--- src/rtl/datapath_muldiv.sv ---
// Register-file datapath with a single-cycle ALU and a multicycle shift-add multiply / restoring divide unit.
// Define DATAPATH_MULDIV_DIV_EN to enable the divide/remainder ops (13-15); multiply is always present.
module datapath_muldiv #(
    parameter int NBITS      = 32,
    parameter int NREGS      = 32,
    parameter int WIDTH_ALUF = 4
) (
    input  logic                     clock,
    input  logic                     reset,
    input  logic [$clog2(NREGS)-1:0] RS1,
    input  logic [$clog2(NREGS)-1:0] RS2,
    input  logic [$clog2(NREGS)-1:0] RD,
    input  logic [NBITS-1:0]         IMM,
    input  logic [WIDTH_ALUF-1:0]    ALUControl,
    input  logic                     ALUSrc,
    input  logic                     MemtoReg,
    input  logic                     RegWrite,
    input  logic                     link,
    input  logic [NBITS-1:0]         pclink,
    input  logic                     Start,
    output logic                     Busy,
    output logic                     Done,
    output logic                     Zero,
    output logic                     Neg,
    output logic                     Carry,
    output logic [NBITS-1:0]         PCReg,
    output logic [NBITS-3:0]         Address,
    output logic [NBITS-1:0]         WriteData,
    input  logic [NBITS-1:0]         ReadData
);
    localparam int RW = $clog2(NREGS);
    localparam int SW = $clog2(NBITS);
    localparam logic [WIDTH_ALUF-1:0] OP_ADD   = WIDTH_ALUF'(4'd0);
    localparam logic [WIDTH_ALUF-1:0] OP_SUB   = WIDTH_ALUF'(4'd1);
    localparam logic [WIDTH_ALUF-1:0] OP_AND   = WIDTH_ALUF'(4'd2);
    localparam logic [WIDTH_ALUF-1:0] OP_OR    = WIDTH_ALUF'(4'd3);
    localparam logic [WIDTH_ALUF-1:0] OP_XOR   = WIDTH_ALUF'(4'd4);
    localparam logic [WIDTH_ALUF-1:0] OP_SLL   = WIDTH_ALUF'(4'd5);
    localparam logic [WIDTH_ALUF-1:0] OP_SRL   = WIDTH_ALUF'(4'd6);
    localparam logic [WIDTH_ALUF-1:0] OP_SRA   = WIDTH_ALUF'(4'd7);
    localparam logic [WIDTH_ALUF-1:0] OP_SLT   = WIDTH_ALUF'(4'd8);
    localparam logic [WIDTH_ALUF-1:0] OP_SLTU  = WIDTH_ALUF'(4'd9);
    localparam logic [WIDTH_ALUF-1:0] OP_MUL   = WIDTH_ALUF'(4'd10);
    localparam logic [WIDTH_ALUF-1:0] OP_MULH  = WIDTH_ALUF'(4'd11);
    localparam logic [WIDTH_ALUF-1:0] OP_MULHU = WIDTH_ALUF'(4'd12);
    localparam logic [WIDTH_ALUF-1:0] OP_DIV   = WIDTH_ALUF'(4'd13);
    localparam logic [WIDTH_ALUF-1:0] OP_DIVU  = WIDTH_ALUF'(4'd14);
    localparam logic [WIDTH_ALUF-1:0] OP_REM   = WIDTH_ALUF'(4'd15);
`ifdef DATAPATH_MULDIV_DIV_EN
    localparam bit DIV_EN = 1'b1;
`else
    localparam bit DIV_EN = 1'b0;
`endif

    typedef enum logic [1:0] {ST_IDLE, ST_RUN, ST_DONE} state_t;

    logic [NBITS-1:0]      rf_q [NREGS];
    state_t                state_q, state_d;
    logic [WIDTH_ALUF-1:0] op_q, op_d;
    logic [RW-1:0]         rd_q, rd_d;
    logic [SW-1:0]         cnt_q, cnt_d;
    logic [NBITS-1:0]      hi_q, hi_d, lo_q, lo_d, bmag_q, bmag_d;
    logic                  a_neg_q, a_neg_d, b_neg_q, b_neg_d, b_zero_q, b_zero_d;

    logic [NBITS-1:0]   src_a_s, src_b_s, rs2_val_s, diff_s, alu_res_s, result_s, multi_res_s;
    logic [SW-1:0]      shamt_s;
    logic               is_multi_s, launch_s, l_signed_s, sc_wr_s, done_wr_s;
    logic [NBITS:0]     sum_s, r_sh_s, trial_s;
    logic [2*NBITS-1:0] prod_s, prod_neg_s;

    assign src_a_s   = (RS1 == {RW{1'b0}}) ? {NBITS{1'b0}} : rf_q[RS1];
    assign rs2_val_s = (RS2 == {RW{1'b0}}) ? {NBITS{1'b0}} : rf_q[RS2];
    assign src_b_s   = ALUSrc ? IMM : rs2_val_s;
    assign shamt_s   = src_b_s[SW-1:0];
    assign {Carry, diff_s} = {1'b0, src_a_s} + {1'b0, ~src_b_s} + {{NBITS{1'b0}}, 1'b1};
    assign Zero      = (diff_s == {NBITS{1'b0}});
    assign Neg       = ($signed(src_a_s) < $signed(src_b_s));
    assign PCReg     = src_a_s;
    assign WriteData = rs2_val_s;
    assign Address   = alu_res_s[NBITS-1:2];
    assign Busy      = (state_q != ST_IDLE);
    assign Done      = (state_q == ST_DONE);

    // Single-cycle ALU decode; multicycle opcodes produce zero here.
    always_comb begin
        alu_res_s = {NBITS{1'b0}};
        case (ALUControl)
            OP_ADD:  alu_res_s = src_a_s + src_b_s;
            OP_SUB:  alu_res_s = diff_s;
            OP_AND:  alu_res_s = src_a_s & src_b_s;
            OP_OR:   alu_res_s = src_a_s | src_b_s;
            OP_XOR:  alu_res_s = src_a_s ^ src_b_s;
            OP_SLL:  alu_res_s = src_a_s << shamt_s;
            OP_SRL:  alu_res_s = src_a_s >> shamt_s;
            OP_SRA:  alu_res_s = $unsigned($signed(src_a_s) >>> shamt_s);
            OP_SLT:  alu_res_s = {{(NBITS-1){1'b0}}, Neg};
            OP_SLTU: alu_res_s = {{(NBITS-1){1'b0}}, ~Carry};
            default: alu_res_s = {NBITS{1'b0}};
        endcase
    end

    assign result_s   = link ? pclink : (MemtoReg ? ReadData : alu_res_s);
    assign is_multi_s = (ALUControl >= OP_MUL) && (DIV_EN || (ALUControl <= OP_MULHU));
    assign launch_s   = (state_q == ST_IDLE) && Start && is_multi_s;
    assign l_signed_s = (ALUControl == OP_MULH) || (ALUControl == OP_DIV) || (ALUControl == OP_REM);
    assign sc_wr_s    = RegWrite && (ALUControl < OP_MUL) && !Busy && (RD != {RW{1'b0}});
    assign done_wr_s  = (state_q == ST_DONE) && (rd_q != {RW{1'b0}});

    // FSM next state.
    always_comb begin
        state_d = state_q;
        case (state_q)
            ST_IDLE: begin
                if (launch_s) state_d = ST_RUN;
                else          state_d = ST_IDLE;
            end
            ST_RUN: begin
                if (cnt_q == SW'(NBITS-1)) state_d = ST_DONE;
                else                       state_d = ST_RUN;
            end
            ST_DONE: state_d = ST_IDLE;
            default: state_d = ST_IDLE;
        endcase
    end

    // Operand latch on launch, then one shift-add or restoring-subtract step per RUN cycle.
    // Both algorithms run on magnitudes; signs are reapplied when the result is written.
    always_comb begin
        op_d     = op_q;
        rd_d     = rd_q;
        cnt_d    = cnt_q;
        hi_d     = hi_q;
        lo_d     = lo_q;
        bmag_d   = bmag_q;
        a_neg_d  = a_neg_q;
        b_neg_d  = b_neg_q;
        b_zero_d = b_zero_q;
        sum_s    = {1'b0, hi_q} + (lo_q[0] ? {1'b0, bmag_q} : {(NBITS+1){1'b0}});
        r_sh_s   = {hi_q, lo_q[NBITS-1]};
        trial_s  = r_sh_s - {1'b0, bmag_q};
        if (launch_s) begin
            op_d     = ALUControl;
            rd_d     = RD;
            cnt_d    = {SW{1'b0}};
            a_neg_d  = l_signed_s && src_a_s[NBITS-1];
            b_neg_d  = l_signed_s && src_b_s[NBITS-1];
            b_zero_d = (src_b_s == {NBITS{1'b0}});
            hi_d     = {NBITS{1'b0}};
            lo_d     = a_neg_d ? (~src_a_s + {{(NBITS-1){1'b0}}, 1'b1}) : src_a_s;
            bmag_d   = b_neg_d ? (~src_b_s + {{(NBITS-1){1'b0}}, 1'b1}) : src_b_s;
        end else if (state_q == ST_RUN) begin
            cnt_d = cnt_q + {{(SW-1){1'b0}}, 1'b1};
            if (op_q >= OP_DIV) begin
                if (!trial_s[NBITS]) begin
                    hi_d = trial_s[NBITS-1:0];
                    lo_d = {lo_q[NBITS-2:0], 1'b1};
                end else begin
                    hi_d = r_sh_s[NBITS-1:0];
                    lo_d = {lo_q[NBITS-2:0], 1'b0};
                end
            end else begin
                hi_d = sum_s[NBITS:1];
                lo_d = {sum_s[0], lo_q[NBITS-1:1]};
            end
        end else begin
            cnt_d = cnt_q;
        end
    end

    assign prod_s     = {hi_q, lo_q};
    assign prod_neg_s = ~prod_s + {{(2*NBITS-1){1'b0}}, 1'b1};

    // Final result selection with sign fix-up and divide-by-zero quotient override.
    always_comb begin
        multi_res_s = {NBITS{1'b0}};
        case (op_q)
            OP_MUL:   multi_res_s = prod_s[NBITS-1:0];
            OP_MULH:  multi_res_s = (a_neg_q ^ b_neg_q) ? prod_neg_s[2*NBITS-1:NBITS] : prod_s[2*NBITS-1:NBITS];
            OP_MULHU: multi_res_s = prod_s[2*NBITS-1:NBITS];
            OP_DIV:   multi_res_s = b_zero_q ? {NBITS{1'b1}} :
                                    ((a_neg_q ^ b_neg_q) ? (~lo_q + {{(NBITS-1){1'b0}}, 1'b1}) : lo_q);
            OP_DIVU:  multi_res_s = b_zero_q ? {NBITS{1'b1}} : lo_q;
            OP_REM:   multi_res_s = a_neg_q ? (~hi_q + {{(NBITS-1){1'b0}}, 1'b1}) : hi_q;
            default:  multi_res_s = {NBITS{1'b0}};
        endcase
    end

    // State and multicycle operand registers.
    always_ff @(posedge clock) begin
        if (!reset) begin
            state_q  <= ST_IDLE;
            op_q     <= {WIDTH_ALUF{1'b0}};
            rd_q     <= {RW{1'b0}};
            cnt_q    <= {SW{1'b0}};
            hi_q     <= {NBITS{1'b0}};
            lo_q     <= {NBITS{1'b0}};
            bmag_q   <= {NBITS{1'b0}};
            a_neg_q  <= 1'b0;
            b_neg_q  <= 1'b0;
            b_zero_q <= 1'b0;
        end else begin
            state_q  <= state_d;
            op_q     <= op_d;
            rd_q     <= rd_d;
            cnt_q    <= cnt_d;
            hi_q     <= hi_d;
            lo_q     <= lo_d;
            bmag_q   <= bmag_d;
            a_neg_q  <= a_neg_d;
            b_neg_q  <= b_neg_d;
            b_zero_q <= b_zero_d;
        end
    end

    // Register file writes: multicycle completion and single-cycle results are mutually exclusive via Busy.
    always_ff @(posedge clock) begin
        if (!reset) begin
            for (int i = 0; i < NREGS; i++) rf_q[i] <= {NBITS{1'b0}};
        end else if (done_wr_s) begin
            rf_q[rd_q] <= multi_res_s;
        end else if (sc_wr_s) begin
            rf_q[RD] <= result_s;
        end
    end
endmodule

--- config.mk ---
export PLATFORM = sky130hd
export DESIGN_NAME = datapath_muldiv
export DESIGN_NICKNAME = d
export VERILOG_FILES = /design/src/rtl/datapath_muldiv.sv
export SDC_FILE = /design/constraint.sdc
export NUM_CORES = 2
export LEC_CHECK = 0
export CAP_MARGIN = 0
export CORE_UTILIZATION = 41
export CTS_CLUSTER_DIAMETER = 80
export DETAILED_ROUTE_END_ITERATION = 8
export PLACE_DENSITY = 0.59
export SETUP_SLACK_MARGIN = 0.2
export SYNTH_ARGS = -nofsm -noshare
export SYNTH_HDL_FRONTEND = slang
export SYNTH_SLANG_ARGS = --single-unit
--- constraint.sdc ---
create_clock -name clock -period 23.2 [get_ports clock]
set_input_delay 4.64 -clock clock [delete_from_list [all_inputs] [get_ports clock]]
set_output_delay 4.64 -clock clock [all_outputs]
set_load 0.05 [all_outputs]
== Yosys cells after proc, flatten, opt, wreduce, memory -nomap -nowiden ==
Memory sizes are Yosys's and may differ from the RTL's.
Cells that the tools add are included.

* $add $sub $neg: 11
* Magnitude comparators: 5
* Eq/ne operators: 21
* Shifts and indexed selects: 3
* Multiplexer cells: 38
* Bitwise operators: 11
* Reduce and logical (&&, ||, !) cells: 25

{| class="wikitable"
|+ Operators with widths
! operator !! count
|-
| $mux 32 || 20
|-
| $pmux 32 s10 || 1
|-
| $pmux 32 s6 || 1
|-
| $add 32x1->32 const B || 4
|-
| $not 32->32 || 4
|-
| $add 32x32->33 || 2
|-
| $add 64x1->64 const B || 1
|-
| $logic_not 32->1 || 2
|-
| $not 64->64 || 1
|-
| $reduce_or 32->1 || 2
|-
| $eq 4x4->1 const B || 11
|-
| $add 33x1->33 const B || 1
|-
| $sub 33x32->33 || 1
|-
| $add 32x32->32 || 1
|-
| $and 32x32->32 || 1
|-
| $lt 32x32->1 || 1
|-
| $or 32x32->32 || 1
|-
| $shl 32x5->32 || 1
|-
| $shr 32x5->32 || 1
|-
| $sshr 32x5->32 || 1
|-
| $xor 32x32->32 || 1
|-
| $eq 4x3->1 const B || 4
|-
| $mux 1 || 12
|-
| $logic_not 5->1 || 2
|-
| 22 further kinds || 37
|}

* Flip-flop bits (word level): 115
* Bits in writable memories: 1024
* Input bits: 122
* Output and inout bits: 99
* Logic and storage cells: 125
* Memories kept: 1

{| class="wikitable"
|+ Memory list
! name !! words !! width !! read ports !! clocked after Yosys merged registers in !! write ports !! line !! RTL
|-
| rf_q || 32 || 32 || 2 || 0 || 32 || 57 || <nowiki>logic [NBITS-1:0] rf_q [NREGS];</nowiki>
|}

== Longest topological paths before layout ==
* Depth in word-level cells: 11
* Gate-level depth with buffers: 30
* Gate-level depth less buffers: 22

== Worst setup path after synthesis ==
No wires, ideal clock.

* Path type: input-to-output
* From: input port RS1[0]
* To: output port Zero
* Data arrival time: 12003 ps
* Data required time: 18560 ps
* Setup slack: 6557 ps
* Stages: 27
* Path buffers: 6
* Cell sequence: buf_6 buf_12 buf_6 buf_4 buf_4 buf_4 mux4_2 mux2i_1 o21ai_0 a21oi_1 nor3_1 inv_1 ha_1 inv_1 fa_1 a21oi_1 nor3_1 a211o_1 a31oi_4 o311a_4 o41ai_4 xor2_1 or4b_1 a311o_1 nor4_1 nand4_1 nor4b_2

* Longest elaborated chain between the ends: 5
* Elaborated cells between the ends (all ways): 6
* Classes of those cells: 2 x add/sub; 1 x mux; 2 x reduce/logical; 1 x memory

{| class="wikitable"
|+ Ends and longest elaborated chain
! element !! line !! RTL
|-
| start, declared || 10 || <nowiki>input logic [$clog2(NREGS)-1:0] RS1,</nowiki>
|-
| $mem_v2 32x32 / $logic_not 5->1 (equally long branches) || n/a ||
|-
| $mux 32 * || 71 || <nowiki>assign src_a_s = (RS1 == {RW{1'b0}}) ? {NBITS{1'b0}} : rf_q[RS1];</nowiki>
|-
| via PCReg[0] || 26 || <nowiki>output logic [NBITS-1:0] PCReg,</nowiki>
|-
| $add 32x32->33 * || 75 || <nowiki>assign {Carry, diff_s} = {1'b0, src_a_s} + {1'b0, ~src_b_s} + {{NBITS{1'b0}}, 1'b1};</nowiki>
|-
| $add 33x1->33 * || 75 ||
|-
| $logic_not 32->1 * || 76 || <nowiki>assign Zero = (diff_s == {NBITS{1'b0}});</nowiki>
|-
| end, declared || 23 || <nowiki>output logic Zero,</nowiki>
|}

Mark *: on every way through the listed nets, which the timed path passes. The rest lies on a longest branch.

== Worst setup path in the final report ==
* From: input port RS2[0]
* To: output port Zero

* Longest elaborated chain between the ends: 7
* Elaborated cells between the ends (all ways): 8
* Classes of those cells: 2 x add/sub; 2 x mux; 1 x bitwise; 2 x reduce/logical; 1 x memory

{| class="wikitable"
|+ Ends and longest elaborated chain
! element !! line !! RTL
|-
| start, declared || 11 || <nowiki>input logic [$clog2(NREGS)-1:0] RS2,</nowiki>
|-
| $mem_v2 32x32 / $logic_not 5->1 (equally long branches) || n/a ||
|-
| $mux 32 * || 72 || <nowiki>assign rs2_val_s = (RS2 == {RW{1'b0}}) ? {NBITS{1'b0}} : rf_q[RS2];</nowiki>
|-
| $mux 32 * || 73 || <nowiki>assign src_b_s = ALUSrc ? IMM : rs2_val_s;</nowiki>
|-
| $not 32->32 * || 75 ||
|-
| $add 32x32->33 * || 75 ||
|-
| $add 33x1->33 * || 75 ||
|-
| $logic_not 32->1 * || 76 ||
|}

Mark *: on every way between the ends. The rest lies on a longest branch, timed or not.

==> qor.csv <==
stage;metric;value;unit
sta;grt_setup_unrepaired;false;
worst_setup_path;path_class;primary input to primary output;
sta;layout_min_cycle_time;18.43;ns
logic_synthesis;synthMuxAreaShare;19.89;%
worst_setup_path;crit_path_end_kind;primary output;
cts;cts_buffers;131;
cts;clkSinkCount;1139;
logic_synthesis;synthTopCellsByArea;edfxtp_1 41%, mux4_2 15%, nor2_1 6.8%;
worst_setup_path;cp.required;18.56;ns
sta;max_freq;54.26;MHz
floorplan;core-area;183300;um2
route;drt-total-wl;350800;um
floorplan;dieWidth;431.6;um
placed_design;gp_congestion;1.036;
worst_setup_path;path_buf_inv;4;
logic_synthesis;synth_cell_types;107;
cts;clk_path_buf_depth;3;
worst_setup_path;reg2reg_depth;20;
power_and_ir_drop;peakVddDrop;79.10;uV
worst_setup_path;critPathLaunchType;primary input;
logic_synthesis;yosys.area_share.adder;2.850;%
placed_design;io_buffers;220;
outcome;status;finished, final reports clean;
worst_setup_path;r2r_setup_slack;15.20;ns
floorplan;die_y;431.6;um
min_path;hold_depth;2;
worst_setup_path;cp_top_family;simple AND/OR/NAND/NOR gates;
logic_synthesis;synth-xor-area-share;2.592;%
logic_synthesis;ys.flop_type;edfxtp_1;
final_layout;multiInputGateArea;39670;um2
final_layout;area_growth;11.93;%
worst_setup_path;worstPathCellList;buf_8, buf_4, mux4_2, mux4_2, mux2i_1, nor2_1, mux2i_1, ha_1, inv_1, nand2_1, nor3_1, nand3_1, nor3_1, a21oi_1, xnor2_1, or4b_1, a311o_1, nor4_1, nand4_1, nor4b_2, clkdlybuf4s50_1;
route;ant_nets;0;
cts;cts_tree;done;
cts;cts_max_level;4;
min_path;min_delay_worst_endpoint;bmag_q[8]$_SDFFE_PN0P_;
cts;clk_latency;0.82;ns
logic_synthesis;synth_top_family_by_area;multiplexers;
route;drc;0;
floorplan;die-area;186300;um2
route;drtPass1Iterations;8;
sta;worst_slew_pin_slew;1.445;ns
worst_setup_path;cp_slowest_cell;clkdlybuf4s50_1;
cts;post_cts_buffers;0;
logic_synthesis;yosysTopAreaCellShare;40.63;%
logic_synthesis;yosys-top-cells-count;1371 x nor2_1, 1024 x edfxtp_1, 508 x nand2_1;
logic_synthesis;synth_edf_count;1024;
logic_synthesis;synthSimpleGateAreaFrac;13.25;%
run;maxCapViolCount;0;
logic_synthesis;ys_seq_area_share;43.67;%
sta;finalMaxSlewViolations;0;
cts;clk_pin_slew;0.06;ns
floorplan;ios;221;
sta;final.setup_skew;0.04840;ns
sta;setup-tns-final;0;ns
final_layout;nets;7372;
logic_synthesis;yosysWarningCount;0;
route;drt_iter0_drc;9748;
power_and_ir_drop;powerDensity;72.42;nW/um2
logic_synthesis;synth_top_area_cell;edfxtp_1;
logic_synthesis;netlist_area;75680;um2
sta;hold_viol;0;
global_routing;grt_pass1_vias;62170;
global_routing;overflow;0;
route;post_drt_wl_per_cell;36.35;um
logic_synthesis;async_flop_share;0;%
worst_setup_path;worstPathArrival;13.79;ns
logic_synthesis;syn_area_per_cell;10.65;um2
logic_synthesis;synth_seq_cells;1139;
cts;cts_root_buffer;clkbuf_16;
sta;setup_violations;0;
power_and_ir_drop;power;6.134;mW
floorplan;rows;157;
worst_setup_path;r2r_start;rf_q[31][8]$_SDFFCE_PN0P_;
final_layout;drive_gt1_share;16.18;%
logic_synthesis;synthCells;7107;
global_routing;grt_pass1_wl;481300;um
final_layout;register_area;33050;um2
sta;slew_headroom;2.984;%
global_routing;antenna_found_initial;13;
cts;cts.hold.buffers_added;0;
worst_setup_path;cp_max_fo;53;
power_and_ir_drop;power.leakage;29.74;nW
worst_setup_path;worst_r2r_endpoint;rf_q[28][17]$_SDFFCE_PN0P_;
min_path;worstHoldStart;bmag_q[8]$_SDFFE_PN0P_;
min_path;hold_path.class;register to register;
logic_synthesis;synth.most_common_cell;nor2_1;
cts;ctsResizeCount;0;
logic_synthesis;synth-compound-area-share;12.87;%
route;num_vias;65300;
final_layout;nFillCells;16910;
global_routing;grt_max_degree;95;
worst_setup_path;critPathMaxStageDelay;0.86;ns
sta;period_share;79.44;%
route;viasPerCell;6.766;
floorplan;start_util;41.29;%
placed_design;dp_hpwl;236100;um
final_layout;final_core_util;46.22;%
global_routing;grtUsageTotal;36.77;%
logic make-up after synthesis:
family                   count (synthesis)
AO/OA/AOI/OAI                         1508
XOR/XNOR                               224
buffers and inverters                  831
other                                    1
adder cells (fa/ha/maj)                170
flip-flops                            1139
AND/OR/NAND/NOR                       2372
multiplexers                           862
registers in the layout (all words and copies together), names as in the netlist:
register	cells
b_zero_q	1
hi_q	32
op_q	4
a_neg_q	1
state_q	2
lo_q	32
bmag_q	32
cnt_q	5
b_neg_q	1
rf_q	1024
rd_q	5
how the worst max path moves through the flow:
stage                     slack [ns]  cells past startpoint  startpoint  endpoint
final                           4.77                     21      RS2[0]      Zero
after global routing            4.36                     21      RS2[0]      Zero
after CTS                       4.92                     21      RS2[0]      Zero
after detailed placement        4.95                     21      RS2[0]      Zero
after global placement          4.97                     21      RS2[0]      Zero
after floorplan                 6.56                     27      RS1[0]      Zero
metrics by stage:
step	std cells	setup WS [ns]	hold WS (ns)	area [um2]
floorplan	7138	6.557	0.4319	75800
global placement	9411	4.970	0.4423	80450
detailed placement	9411	4.946	0.4483	80450
CTS	9645	4.920	0.4561	84690
global route	9645	4.363	0.4742	84690
finish	9651	4.770	0.4570	84710
where the power goes:
| group | switching, mW | internal (mW) |
|---|---|---|
| registers | 0.0533 | 2.31 |
| logic | 1.15 | 0.534 |
| clock network | 0.905 | 1.19 |
| total | 2.10 | 4.03 |
layout make-up:
type / count / share of cell area, %
multi-input cells: 5168 / 46.83
repair buffers: 438 / 4.589
diodes: 6 / 0.01772
inverters: 202 / 0.8981
clock inverters: 73 / 0.9557
flip-flops and latches: 1139 / 39.02
well taps: 2464 / 3.640
clock buffers: 161 / 4.052
routing by layer:
layer	GRT usage [%]	part of all wire (%)
met2	55.86	44
met4	26.05	8.4
met3	9.464	12
met1	45.64	36
met5	0	0.037
tightest hold or removal path: stages, from the launching register on:
cell     delay, ns
dfxtp_1       0.31
nand2_1       0.05
a21oi_1       0.05
cells in the final DEF, fill, tap and decap left out, types with 42 or more instances in the layout:
| master | count |
|---|---|
| a21o_1 | 56 |
| a221oi_1 | 44 |
| mux2i_1 | 282 |
| o21ai_0 | 307 |
| mux2_2 | 73 |
| mux4_2 | 506 |
| nor3_1 | 89 |
| nand3_1 | 102 |
| buf_4 | 215 |
| dfxtp_1 | 115 |
| nand2_2 | 47 |
| edfxtp_1 | 1024 |
| a31oi_1 | 60 |
| nor2_1 | 1367 |
| clkbuf_16 | 132 |
| nand2_1 | 446 |
| a211oi_1 | 42 |
| xnor2_1 | 168 |
| ha_1 | 166 |
| clkdlybuf4s50_1 | 206 |
| o22ai_1 | 78 |
| inv_1 | 193 |
| xor2_1 | 54 |
| a22oi_1 | 90 |
| a21oi_1 | 437 |
Note: power is estimated with default switching activity, not from simulation.
